File: config.mk
export PLATFORM = sky130hd
export DESIGN_NAME = divider_seq_flat
export DESIGN_NICKNAME = d
export VERILOG_FILES = /design/src/rtl/divider_seq_if.sv /design/src/rtl/divider_seq.sv /design/src/flat_wrapper.sv
export SDC_FILE = /design/constraint.sdc
export NUM_CORES = 1
export LEC_CHECK = 0
export ABC_AREA = 1
export CAP_MARGIN = 20
export CORE_ASPECT_RATIO = 0.7
export CORE_MARGIN = 4
export CORE_UTILIZATION = 49
export DETAILED_ROUTE_END_ITERATION = 6
export PLACE_DENSITY_LB_ADDON = 0.15
export SYNTH_ARGS = -nofsm -noshare
export SYNTH_HDL_FRONTEND = slang
export SYNTH_SLANG_ARGS = --single-unit
File: constraint.sdc
create_clock -name clk -period 1.8 [get_ports clk]
set_input_delay 0.27 -clock clk [delete_from_list [all_inputs] [get_ports clk]]
set_output_delay 0.27 -clock clk [all_outputs]
set_load 0.005 [all_outputs]
File: src/rtl/divider_seq_if.sv
// Request/response bundle for the sequential divider.
// The consumer drives start and the operands; the divider returns status and results.
interface divider_seq_if #(
  parameter int word_width = 8
);
  logic                  start;
  logic [word_width-1:0] DIVIDEND;
  logic [word_width-1:0] DIVISOR;
  logic                  busy;
  logic                  done;
  logic [word_width-1:0] Q;
  logic [word_width-1:0] R;
  logic                  div_by_zero;

  modport master (
    output start, DIVIDEND, DIVISOR,
    input  busy, done, Q, R, div_by_zero
  );

  modport slave (
    input  start, DIVIDEND, DIVISOR,
    output busy, done, Q, R, div_by_zero
  );
endinterface

File: src/rtl/divider_seq.sv
// Iterative unsigned restoring divider, one quotient bit per clock.
// A divide by zero bypasses the iteration and reports all-ones / dividend one cycle after acceptance.
module divider_seq #(
  parameter int word_width = 8
) (
  input  logic         clk,
  input  logic         reset_n,
  divider_seq_if.slave bus
);
  localparam int CW = $clog2(word_width);

  typedef enum logic {IDLE = 1'b0, RUN = 1'b1} state_t;

  state_t                state_q, state_d;
  logic [word_width:0]   p_q, p_d;      // partial remainder
  logic [word_width-1:0] n_q, n_d;      // dividend shifter, fills with quotient bits
  logic [word_width-1:0] d_q, d_d;      // captured divisor
  logic [CW-1:0]         cnt_q, cnt_d;  // iterations still to run after the current one
  logic [word_width-1:0] q_q, q_d;
  logic [word_width-1:0] r_q, r_d;
  logic                  done_q, done_d;
  logic                  dbz_q, dbz_d;
  logic                  dz_pend_q, dz_pend_d;  // divide-by-zero accepted, result due next edge

  logic [word_width:0]   shifted;
  logic [word_width+1:0] diff;
  logic [word_width:0]   p_step;
  logic [word_width-1:0] n_step;

  // One restoring step: shift in the next dividend bit and subtract the divisor if it fits.
  always_comb begin
    shifted = {p_q[word_width-1:0], n_q[word_width-1]};
    diff    = {1'b0, shifted} - {2'b00, d_q};
    if (!diff[word_width+1]) begin
      p_step = diff[word_width:0];
      n_step = {n_q[word_width-2:0], 1'b1};
    end else begin
      p_step = shifted;
      n_step = {n_q[word_width-2:0], 1'b0};
    end
  end

  // Next-state logic: operand capture in IDLE, iteration and completion in RUN.
  always_comb begin
    state_d   = state_q;
    p_d       = p_q;
    n_d       = n_q;
    d_d       = d_q;
    cnt_d     = cnt_q;
    q_d       = q_q;
    r_d       = r_q;
    dbz_d     = dbz_q;
    dz_pend_d = dz_pend_q;
    done_d    = 1'b0;

    case (state_q)
      IDLE: begin
        // Finish a pending divide-by-zero first; it reads the dividend captured last edge.
        if (dz_pend_q) begin
          done_d    = 1'b1;
          q_d       = '1;
          r_d       = n_q;
          dbz_d     = 1'b1;
          dz_pend_d = 1'b0;
        end
        if (bus.start) begin
          n_d = bus.DIVIDEND;
          if (bus.DIVISOR != '0) begin
            d_d     = bus.DIVISOR;
            p_d     = '0;
            cnt_d   = CW'(word_width - 1);
            state_d = RUN;
          end else begin
            dz_pend_d = 1'b1;
          end
        end
      end
      RUN: begin
        p_d = p_step;
        n_d = n_step;
        if (cnt_q == '0) begin
          q_d     = n_step;
          r_d     = p_step[word_width-1:0];
          dbz_d   = 1'b0;
          done_d  = 1'b1;
          state_d = IDLE;
        end else begin
          cnt_d = cnt_q - 1'b1;
        end
      end
      default: state_d = IDLE;
    endcase
  end

  // State and result registers; reset aborts any divide in flight.
  always_ff @(posedge clk or negedge reset_n) begin
    if (!reset_n) begin
      state_q   <= IDLE;
      p_q       <= '0;
      n_q       <= '0;
      d_q       <= '0;
      cnt_q     <= '0;
      q_q       <= '0;
      r_q       <= '0;
      done_q    <= 1'b0;
      dbz_q     <= 1'b0;
      dz_pend_q <= 1'b0;
    end else begin
      state_q   <= state_d;
      p_q       <= p_d;
      n_q       <= n_d;
      d_q       <= d_d;
      cnt_q     <= cnt_d;
      q_q       <= q_d;
      r_q       <= r_d;
      done_q    <= done_d;
      dbz_q     <= dbz_d;
      dz_pend_q <= dz_pend_d;
    end
  end

  assign bus.busy        = (state_q == RUN);
  assign bus.done        = done_q;
  assign bus.Q           = q_q;
  assign bus.R           = r_q;
  assign bus.div_by_zero = dbz_q;
endmodule

File: src/flat_wrapper.sv
// flat-port wrapper written by rule: the top's interface ports become plain ports
module divider_seq_flat 
#(
  parameter int word_width = 8
)
  (clk, reset_n, bus_start, bus_DIVIDEND, bus_DIVISOR, bus_busy, bus_done, bus_Q, bus_R, bus_div_by_zero);
  divider_seq_if #(.word_width(word_width)) bus_i ();
  input  logic clk;
  input  logic reset_n;
  input wire logic [$bits(bus_i.start)-1:0] bus_start;
  input wire logic [$bits(bus_i.DIVIDEND)-1:0] bus_DIVIDEND;
  input wire logic [$bits(bus_i.DIVISOR)-1:0] bus_DIVISOR;
  output wire logic [$bits(bus_i.busy)-1:0] bus_busy;
  output wire logic [$bits(bus_i.done)-1:0] bus_done;
  output wire logic [$bits(bus_i.Q)-1:0] bus_Q;
  output wire logic [$bits(bus_i.R)-1:0] bus_R;
  output wire logic [$bits(bus_i.div_by_zero)-1:0] bus_div_by_zero;
  assign bus_i.start = bus_start;
  assign bus_i.DIVIDEND = bus_DIVIDEND;
  assign bus_i.DIVISOR = bus_DIVISOR;
  assign bus_busy = bus_i.busy;
  assign bus_done = bus_i.done;
  assign bus_Q = bus_i.Q;
  assign bus_R = bus_i.R;
  assign bus_div_by_zero = bus_i.div_by_zero;
  divider_seq #(.word_width(word_width)) u_core (.clk(clk), .reset_n(reset_n), .bus(bus_i));
endmodule
---- Word-level counts from Yosys, hierarchy flattened ----
Cells that the tools add are included.
word-level totals
  register bits after elaboration ......... 47
  input bits .............................. 19
  output and inout bits ................... 19
  logic and storage cells ................. 53
cells by class
  add/sub/neg operators ................... 2
  eq/ne operators ......................... 5
  multiplexer cells ....................... 29
  bitwise gates (word level) .............. 1
  reduce and logical (&&, ||, !) cells .... 6
operator list
  operator               number
  $mux W8                8
  $pmux W8 S2            4
  $mux W1                10
  $sub A9 B8 Y10         1
  $mux W3                3
  $reduce_bool A8 Y1     1
  $ne A2 B2 Y1 const B   3
  $pmux W1 S2            3
  $pmux W3 S2            1
  $reduce_and A3 Y1      2
  $ne A2 B1 Y1 const B   2
  $reduce_and A2 Y1      2
  $logic_not A3 Y1       1
  $sub A3 B1 Y3 const B  1
  $not A1 Y1             1

---- Depth between registers and ports, before layout ----
Gate-level depths: netlist (run 1).
  depth in word-level cells ............... 4
  gate-level depth with buffers ........... 14
  mapped depth without buffers ............ 14

---- Worst setup path before layout (run 1) ----
No wires, ideal clock.
  path kind ............................... register -> register
  start point ............................. reg u_core.n_q[7]
  end point ............................... reg u_core.r_q[6] (netlist: u_core.bus.R[6])
  library setup time ...................... 0.113 ns
  arrival ................................. 1.551 ns
  path slack .............................. 0.136 ns
  stages on the path, launching flop included .. 14
  path buffers ............................ 0
  clock period less this slack ............ 1.664 ns
  cells stage by stage .................... dfrtp_1 -> inv_1 -> ha_1 -> fa_1 -> inv_1 -> nand2_1 -> nand2_1 -> nand3_1 -> nand3_1 -> nand2_1 -> nand3_1 -> nand3_1 -> nand2_1 -> inv_1
between the ends
  longest elaborated chain between the ends .. 4
RTL lines
  what                      RTL line            source
  start: declaration        divider_seq.sv:16   logic [word_width-1:0] n_q, n_d;
  start signal: assignment  divider_seq.sv:111  n_q <= n_d;
  $sub A9 B8 Y10            divider_seq.sv:33   diff = {1'b0, shifted} - {2'b00, d_q};
  $mux W8                   divider_seq.sv:34   if (!diff[word_width+1]) begin
  $mux W8                   divider_seq.sv:81   if (cnt_q == '0) begin
  $pmux W8 S2               divider_seq.sv:56   case (state_q)
  end signal: assignment    divider_seq.sv:115  r_q <= r_d;
  end: declaration          divider_seq.sv:20   logic [word_width-1:0] r_q, r_d;
No other way between the ends. The select of a mux whose other input is x is not followed.
A chain may end at the register's enable or synchronous reset.

---- Final worst setup path (run 1) ----
  start point ............................. reg u_core.p_q[5]
  end point ............................... reg u_core.r_q[7] (netlist: u_core.bus.R[7])
between the ends
  longest elaborated chain between the ends .. 4
RTL lines
  what                      RTL line            source
  start: declaration        divider_seq.sv:15   logic [word_width:0] p_q, p_d;
  start signal: assignment  divider_seq.sv:110  p_q <= p_d;
  $sub A9 B8 Y10            divider_seq.sv:33
  $mux W8                   divider_seq.sv:34
  $mux W8                   divider_seq.sv:81
  $pmux W8 S2               divider_seq.sv:56
No other way between the ends. The select of a mux whose other input is x is not followed.

==> results of run 1 <==
critical path, delay by kind of cell, from the launching register on:
kind	cells	cell delay [ns]
flops	1	0.45
buf+inv	2	0.18
simple gates	6	0.71
fa+ha+maj	1	0.32
stage by stage:
stage / hold WS (ns) / utilization / cell area (µm²)
floorplan: -0.0256 / - / 2510
global placement: 0.258 / 0.627 / 3050
detailed placement: 0.261 / 0.627 / 3050
CTS: 0.490 / 0.651 / 3170
global route: 0.511 / 0.689 / 3350
finish: 0.468 / 0.689 / 3350
placed cells by master (no fill, tap or decap), types with 2 or more instances in the layout:
master,synthesis,final
inv_1,49,45
nand2_2,3,8
inv_2,3,7
nor2_1,19,18
clkbuf_8,0,5
nand3_1,40,35
nand3_2,0,5
ha_4,0,7
a21oi_1,25,24
or2_2,10,10
ha_1,10,3
buf_12,0,2
buf_6,0,3
o221ai_1,2,2
nand4_1,9,9
buf_4,0,10
o22ai_1,5,5
nand2_1,58,52
nand3b_1,2,2
dfrtp_1,47,46
clkdlybuf4s50_1,0,36
xnor2_1,3,3
o21ai_0,8,8
nand2_4,0,2
logic make-up after synthesis:
| family | after synthesis |
|---|---|
| buffers and inverters | 58 |
| and+or+nand+nor | 146 |
| adders and majority gates | 11 |
| AOI/OAI and AO/OA | 43 |
| DFF | 47 |
| xor gates and xnor gates | 3 |
per-layer routing:
metal / vias up / routed length [µm] / track usage / share of wire
met2: 68 / 2820 / 0.321 / 0.45
met5: - / 0 / 0 / 0
li1: 1115 / - / - / -
met3: 10 / 343 / 0.0352 / 0.055
met1: 1057 / 3000 / 0.295 / 0.48
met4: 0 / 66 / 0.0329 / 0.011
sequential cells by signal, summed over array words and instances, names as in the netlist:
name,flops
u_core.d_q,8
u_core.p_q,8
u_core.n_q,8
u_core.bus.done,1
u_core.dz_pend_q,1
u_core.bus.busy,1
u_core.bus.R,8
u_core.bus.div_by_zero,1
u_core.cnt_q,3
u_core.bus.Q,8
power groups by stage:
stage | Sequential, W | Clock, W | Combinational, W
3_3_place_gp | 0.00188 | 0 | 0.00348
3_5_place_dp | 0.00190 | 0 | 0.00354
4_1_cts | 0.00188 | 0.000755 | 0.00360
6_report | 0.00192 | 0.000753 | 0.00417
5_1_grt | 0.00199 | 0.000799 | 0.00467
2_1_floorplan | 0.00184 | 0 | 0.00238
repair_timing:
item | CTS | global route
hold buffers | 1 | 0
resized for setup | 2 | 30
setup buffers | 0 | 3
cloned | 0 | 1
endpoints found under the setup margin | 2 | 19
hold endpoints to repair | 19 | 0
pin swaps | 0 | 13
final timing paths:
kind / startpoint / end / cells past startpoint
setup / recovery: u_core.p_q[5] / u_core.bus.R[7] / 9
hold / removal: reset_n / u_core.d_q[7] / 2
setup reg to reg: u_core.p_q[5] / u_core.bus.R[7] / 9
hold reg to reg: u_core.bus.div_by_zero / u_core.bus.div_by_zero / 2
max in group asynchronous: reset_n / u_core.n_q[1] / 3
min in group clk: u_core.bus.div_by_zero / u_core.bus.div_by_zero / 2
final cells by class:
class / instances / share of cell area
Multi-Input combinational cell: 204 / 0.377
Clock buffer: 6 / 0.0217
Sequential cell: 47 / 0.352
Tap cell: 69 / 0.0258
Timing Repair Buffer: 53 / 0.157
Clock inverter: 1 / 0.00897
Inverter: 52 / 0.0583
==> metrics.cfg, run 1 <==
[run]
maxCapViolCount = 0

[placement]
post-dp-hpwl_mm = 4.43
gp_congestion = 0.827
dp_worst_setup_slack_ns = 0.0338
dp_cells = 420
io_buffer_count = 37

[setup_path]
critPathCaptureType = flop
critPathRequiredTime_ns = 2.00
reg2reg_slack_ns = 0.04
cp-start-kind = flop
crit_chain = ha_4 -> nand2_4 -> nor3_4 -> buf_6 -> nand2_2 -> nand4_1 -> nand3_1 -> nand2_1 -> inv_1
cpMaxStageDelayCell = dfrtp_1
cp_max_fo = 4
cpPeakStageDelay_ns = 0.45
cp_data_arrival_time_ns = 1.95
path_class = flop to flop

[routing]
dr.pass1.iters = 4
avgRoutedWirePerCell_um = 14.4
viasPerCell = 5.21
ant_nets = 0
drt-total-wl_mm = 6.23
drc = 0
vias = 2250
drtIter0Drc = 137

[cts]
htreeDepth = 2
cts_made_buffers = 5
clock_sinks = 47
clock_latency_ns = 0.29
cts_buffer_depth = 2
cts_tree = built
cts-root-buf = clkbuf_8
clk_pin_slew_ns = 0.09

[yosys]
netlist_area_mm2 = 0.00251
synth.avg_cell_area_um2 = 8.14
synthCells = 308
ys_ff_latch = 47
synth_xor_area_frac = 0.0105
synth_top_area_frac = 0.469
synth-edff-count = 0
synth_most_common_cell = nand2_1
synth_fp_nets = 338
ys_top_cells_by_count = nand2_1 (58), inv_1 (49), dfrtp_1 (47)
synthSimpleGateAreaFrac = 0.277
ys_types = 27
yosysWarnings = 0
async_reset_ff_frac = 1.00
synth_compound_area_frac = 0.0979
synth_mux_area_frac = 0
synth-main-ff-cell = dfrtp_1
synth-adder-area-share = 0.0579
yosysSeqAreaShare = 0.469
synth_top_area_cell = dfrtp_1
synth.area.top_cells = dfrtp_1 (47%), nand2_1 (8.7%), nand3_1 (8.0%), inv_1 (7.3%), a21oi_1 (5.0%)
synth_top_family_by_area = simple AND/OR/NAND/NOR gates

[global_routing]
grt_first_pass_wirelength_mm = 10.0
grt_start_max_net_pins = 29
grt-ovfl-total = 0
grt_use_total = 0.201
antenna_found_initial = 0
grt_pass1_vias = 2164

[timing]
setup_viol = 0
finalCritPeriodShare = 0.976
rsz0062_at_grt = yes
worstMarginPinSlew_ns = 0.496
fmax_mhz = 569
slew_headroom = 0.669
finalMaxSlewViolations = 0
finalClockSkew_ns = 0.00427
tns_ns = 0
finalHoldViolations = 0
setup_ws_ns = 0.0423
final.min_clock_period_ns = 1.76

[power_and_ir_drop]
sw_frac_of_total = 0.430
power.share.combinational = 0.609
power_frac_seq = 0.281
vdd_drop_max_mv = 1.08
p_int_w = 0.00390
power_w = 0.00685
power_density_mw_per_mm2 = 2040
leakage_nw = 1.62
p_clk_frac = 0.110
p_switching_w = 0.00295

[floorplan]
row_count = 21
boundaryPins = 38
die_w_um = 93.5
fp.dieArea_mm2 = 0.00634
initial_utilization = 0.516
die_y_um = 67.8
core_area_mm2 = 0.00486

[finish]
drive_gt1_frac = 0.187
nets = 393
num_antenna_cells = 0
multiInputGateArea_mm2 = 0.00126
final_cells = 432
area_growth_pct = 33.6
seqCellArea_mm2 = 0.00118
fill_cells = 377

[hold_path]
hp-class = primary input to asynchronous set/reset pin

[run_status]
outcome = finished, final reports clean

No activity file was read; power rests on OpenSTA's default activity.
==> run 2, diff against run 1 <==
PLACE_DENSITY = 0.77   (was default)
PLACE_DENSITY_LB_ADDON = default   (was 0.15)
==> run 2 against run 1 <==
  * Combinational power shrank 3%
  * Non-clock buffer count grew 2
  * Cell count grew 0.23%
  * Maximum frequency grew 1.7%
  * Sequential cell count is the same
  * Power shrank 2.3%
  * Critical path depth grew 5
  * Core utilization shrank 0.62 points
  * Critical endpoint is now u_core.bus.R[6]
==> metrics.cfg, run 2 (synthesis results as in run 1) <==
[run_status]
outcome = finished, final reports clean

[finish]
drive_gt1_frac = 0.173
final_area_mm2 = 0.00332
layout_commonest_cell = nand2_1
nets = 394
final_cells = 433
num_antenna_cells = 0
final_cell_mix = nand2_1 (55), inv_1 (46), dfrtp_1 (46), nand3_1 (37), clkdlybuf4s50_1 (36)
area_growth_pct = 32.4

[cts]
cts_buffer_depth = 2
cts_made_buffers = 5
clock_sinks = 47
clk_pin_slew_ns = 0.09
htreeDepth = 2
clock_latency_ns = 0.30
cts-root-buf = clkbuf_8
cts_tree = built

[power_and_ir_drop]
power_density_mw_per_mm2 = 2020
vdd_drop_max_mv = 0.886
leakage_nw = 1.62
power_w = 0.00669

[setup_path]
reg2reg_slack_ns = 0.07
cpMaxStageDelayCell = dfrtp_1
critPathCaptureType = flop
reg2reg_from = u_core.n_q[7]
path_class = flop to flop
worst_r2r_path_depth = 14
crit_path_frequent_cell = nand2_1
critPathRequiredTime_ns = 2.04
crit_chain = inv_1 -> ha_2 -> fa_2 -> inv_2 -> nand2_1 -> nand2_1 -> nand3_1 -> nand2_1 -> nand2_1 -> nand2_1 -> nand3_1 -> nand3_1 -> nand2_1 -> inv_1
cp-start-kind = flop
rr_endpoint = u_core.bus.R[6]
cp_data_arrival_time_ns = 1.97
cp_max_fo = 2
cpPeakStageDelay_ns = 0.36

[floorplan]
fp.dieArea_mm2 = 0.00634
die_y_um = 67.8
boundaryPins = 38
initial_utilization = 0.516
row_count = 21
core_area_mm2 = 0.00486
die_w_um = 93.5

[global_routing]
grt_start_max_net_pins = 30
grt_use_total = 0.200
grt-ovfl-total = 0
antenna_found_initial = 0
grt_first_pass_wirelength_mm = 9.93
grt_pass1_vias = 2166

[timing]
final.min_clock_period_ns = 1.73
fin_hold_ws_ns = 0.453
slew_headroom = 0.692
worstMarginPinSlew_ns = 0.461
setup_viol = 0
tns_ns = 0
finalClockSkew_ns = 0.00362
finalCritPeriodShare = 0.960
rsz0062_at_grt = yes
finalHoldViolations = 0
fmax_mhz = 578
finalMaxSlewViolations = 0

[routing]
ant_nets = 0
viasPerCell = 5.22
drc = 0
drt-total-wl_mm = 6.00
vias = 2259
drtIter0Drc = 141
avgRoutedWirePerCell_um = 13.9
dr.pass1.iters = 4

[placement]
gp_congestion = 0.888
placedInstanceArea_mm2 = 0.00303
post-dp-hpwl_mm = 4.30
io_buffer_count = 37
dp_cells = 418

[hold_path]
hp-class = primary input to asynchronous set/reset pin

[run]
maxCapViolCount = 0

[run 2: how the worst max path moves through the flow]
stage | startpoint | end | depth (start not counted)
global placement | bus_DIVISOR[6] | u_core.p_q[6] | 8
floorplan | u_core.n_q[7] | u_core.bus.R[6] | 13
finish | u_core.n_q[7] | u_core.bus.R[6] | 14
detailed placement | u_core.p_q[1] | u_core.n_q[0] | 9
global route | u_core.p_q[1] | u_core.bus.R[1] | 10
CTS | u_core.p_q[1] | u_core.bus.R[7] | 10
[run 2: power breakdown]
| group | internal (W) | switching (W) |
|---|---|---|
| combinational | 0.00189 | 0.00215 |
| clock | 0.000407 | 0.000346 |
| sequential | 0.00156 | 0.000341 |
[run 2: per-stage QoR]
stage               setup slack (ns)   util
CTS                           0.0188  0.657
floorplan                      0.136      -
finish                        0.0712  0.683
global placement              0.0292  0.624
detailed placement           0.00984  0.624
global route                 -0.0306  0.683
[run 2: metal layers]
layer / track usage / wire length (µm) / up-vias
li1: - / - / 1112
met1: 0.288 / 2820 / 1066
met2: 0.308 / 2770 / 68
met3: 0.0407 / 335 / 13
met4: 0.0548 / 82 / 0
met5: 0 / 0 / -
[run 2: cell type report]
type | count | area, µm²
clock inverters | 1 | 30.0
well taps | 69 | 86.3
clock buffers | 6 | 72.6
multi-input cells | 203 | 1230
inverters | 52 | 195
fillers | 402 | 1540
flip-flops and latches | 47 | 1180
repair buffers | 55 | 528
[run 2: what timing repair did]
action	in CTS	in global routing
pin swaps	1	7
buffers inserted	2	5
hold endpoints to repair	18	0
hold buffers	1	0
endpoints found under the setup margin	9	18
resized for setup	5	17
[run 2: worst max-delay path: cells and delay by family (launching register included)]
family | cells | cell delay [ns]
buf+inv | 3 | 0.15
simple gates | 9 | 0.62
fa+ha+maj | 2 | 0.54
flops | 1 | 0.36
==> patch: new RTL, settings of run 2 <==
`word_width` is set to 8 in 3 places; all go to 16.
--- a/src/rtl/divider_seq_if.sv
+++ b/src/rtl/divider_seq_if.sv
@@ -1,7 +1,7 @@
 // Request/response bundle for the sequential divider.
 // The consumer drives start and the operands; the divider returns status and results.
 interface divider_seq_if #(
-  parameter int word_width = 8
+  parameter int word_width = 16
 );
   logic                  start;
   logic [word_width-1:0] DIVIDEND;
--- a/src/rtl/divider_seq.sv
+++ b/src/rtl/divider_seq.sv
@@ -1,7 +1,7 @@
 // Iterative unsigned restoring divider, one quotient bit per clock.
 // A divide by zero bypasses the iteration and reports all-ones / dividend one cycle after acceptance.
 module divider_seq #(
-  parameter int word_width = 8
+  parameter int word_width = 16
 ) (
   input  logic         clk,
   input  logic         reset_n,
--- a/src/flat_wrapper.sv
+++ b/src/flat_wrapper.sv
@@ -1,7 +1,7 @@
 // flat-port wrapper written by rule: the top's interface ports become plain ports
 module divider_seq_flat 
 #(
-  parameter int word_width = 8
+  parameter int word_width = 16
 )
   (clk, reset_n, bus_start, bus_DIVIDEND, bus_DIVISOR, bus_busy, bus_done, bus_Q, bus_R, bus_div_by_zero);
   divider_seq_if #(.word_width(word_width)) bus_i ();
Ports: changed (resized bus_DIVIDEND, bus_DIVISOR, bus_Q and bus_R); port bits go from 38 to 70. The function was not compared with the original's and may differ.
==> patch against run 2 <==
The flow now finishes with violations (negative setup slack). Sequential share of layout area fell by 5.7 points. Worst setup slack lost 0.24 ns. Wire length grew to 2.6 times the old value. Final area rose by 120%. Sequential cell count is 41 higher. Via count increased by 120%. Area after synthesis increased by 91%.
Power is not shown: default switching activity piles up to over one toggle a cycle in this logic, so the estimate is an artifact.
==> patch: results (changes against run 2) <==
* Status: finished with violations
* Failing checks: negative setup slack
* Synth unique cells at 32 (+19%)
* H-tree depth at 3 (+1)
* 1st-iter DRT viols at 379 (+170%)
* Worst reg2reg startpoint: u_core.d_q[3]
* Final Non-Filler Cells at 931 (+120%)
* DR WL met3 at 991 um (+200%)
* Pre-Repair DR Iteration Count at 5 (+1)
* Total wire length at 15.5 mm (+160%)
* Seq/Total Area, Yosys at 46.0% (-0.98 points)
* Placed cell area at 6390 um2 (+110%)
* Reg2reg setup slack at -0.17 ns (-0.24 ns)
* Hpwl dp at 10.0 mm (+130%)
* Cell count of the worst reg-to-reg path at 13 (-1)
* Final setup violation count at 32 (+32)
* GRT Total Usage at 25.4% (+5.4 points)
* Met3 Use GR at 5.32% (+1.3 points)
* Ranking of synthesized cells by area: dfrtp_1 (46%), nand2_1 (14%), inv_1 (5.9%), nor2_1 (5.4%), nand3_1 (5.2%)
* Highest cell delay on the worst timing path at 0.39 ns (+0.03 ns)
* Met1 WL at 6.48 mm (+130%)
* Routing usage on met1 at 34.0% (+5.2 points)
* First-pass GRT wire length at 23.7 mm (+140%)
* Xor and xnor area share after synthesis at 1.46% (+0.41 points)
* Vias per std cell at 5.41 (+3.7%)
* Post-CTS sizing at 79 (+74)
* Compound-Gate Fraction of Synth Area at 8.07% (-1.7 points)
* Share of cells above drive strength 1 at 33.6% (+16 points)
* Final worst setup slack at -0.169 ns (-0.241 ns)
* Critical path data arrival time at 2.21 ns (+0.24 ns)
* Clock skew at 0.00612 ns (+0.00250 ns)
* Final GP Congestion at 0.905 (+1.9%)
* Syn_nets at 688 (+100%)
* Vias in the first global route at 5007 (+130%)
* Critical R2R Capture: u_core.bus.R[8]
* I/O Buffers at 69 (+86%)
* Average cell area after synthesis at 7.55 um2 (-7.3%)
* FILL cells at 580 (+44%)
* Dpl cells at 900 (+120%)
* TritonCTS buffer count at 9 (+4)
* Clock Pin Slew Worst Setup and Hold Paths at 0.07 ns (-0.02 ns)
[patch: cell count changes after synthesis, sizes merged, moves of 14 or more]
cell | run 2 | this run
nor2 | 19 | 70
nor3 | 2 | 16
nand2 | 61 | 176
inv | 52 | 77
o21ai | 8 | 37
dfrtp | 47 | 88
[patch: worst max-delay path by stage]
stage,start,endpoint,slack [ns]
after CTS,u_core.p_q[14],u_core.bus.R[15],-0.09
after global routing,u_core.d_q[3],u_core.bus.R[8],-0.27
after detailed placement,bus_DIVISOR[13],u_core.p_q[0],-0.24
final,u_core.d_q[3],u_core.bus.R[8],-0.17
after floorplan,u_core.p_q[12],u_core.bus.R[5],-0.03
after global placement,u_core.d_q[7],u_core.bus.R[15],-0.17
[patch: area by class of cell]
| type | count | share of cell area (%) |
|---|---|---|
| clock buffer | 10 | 3.24 |
| clock inverter | 6 | 0.593 |
| inverter | 77 | 4.01 |
| multi-input combinational | 449 | 38.6 |
| sequential | 88 | 29.8 |
| tap | 124 | 2.10 |
| timing repair buffer | 177 | 21.6 |
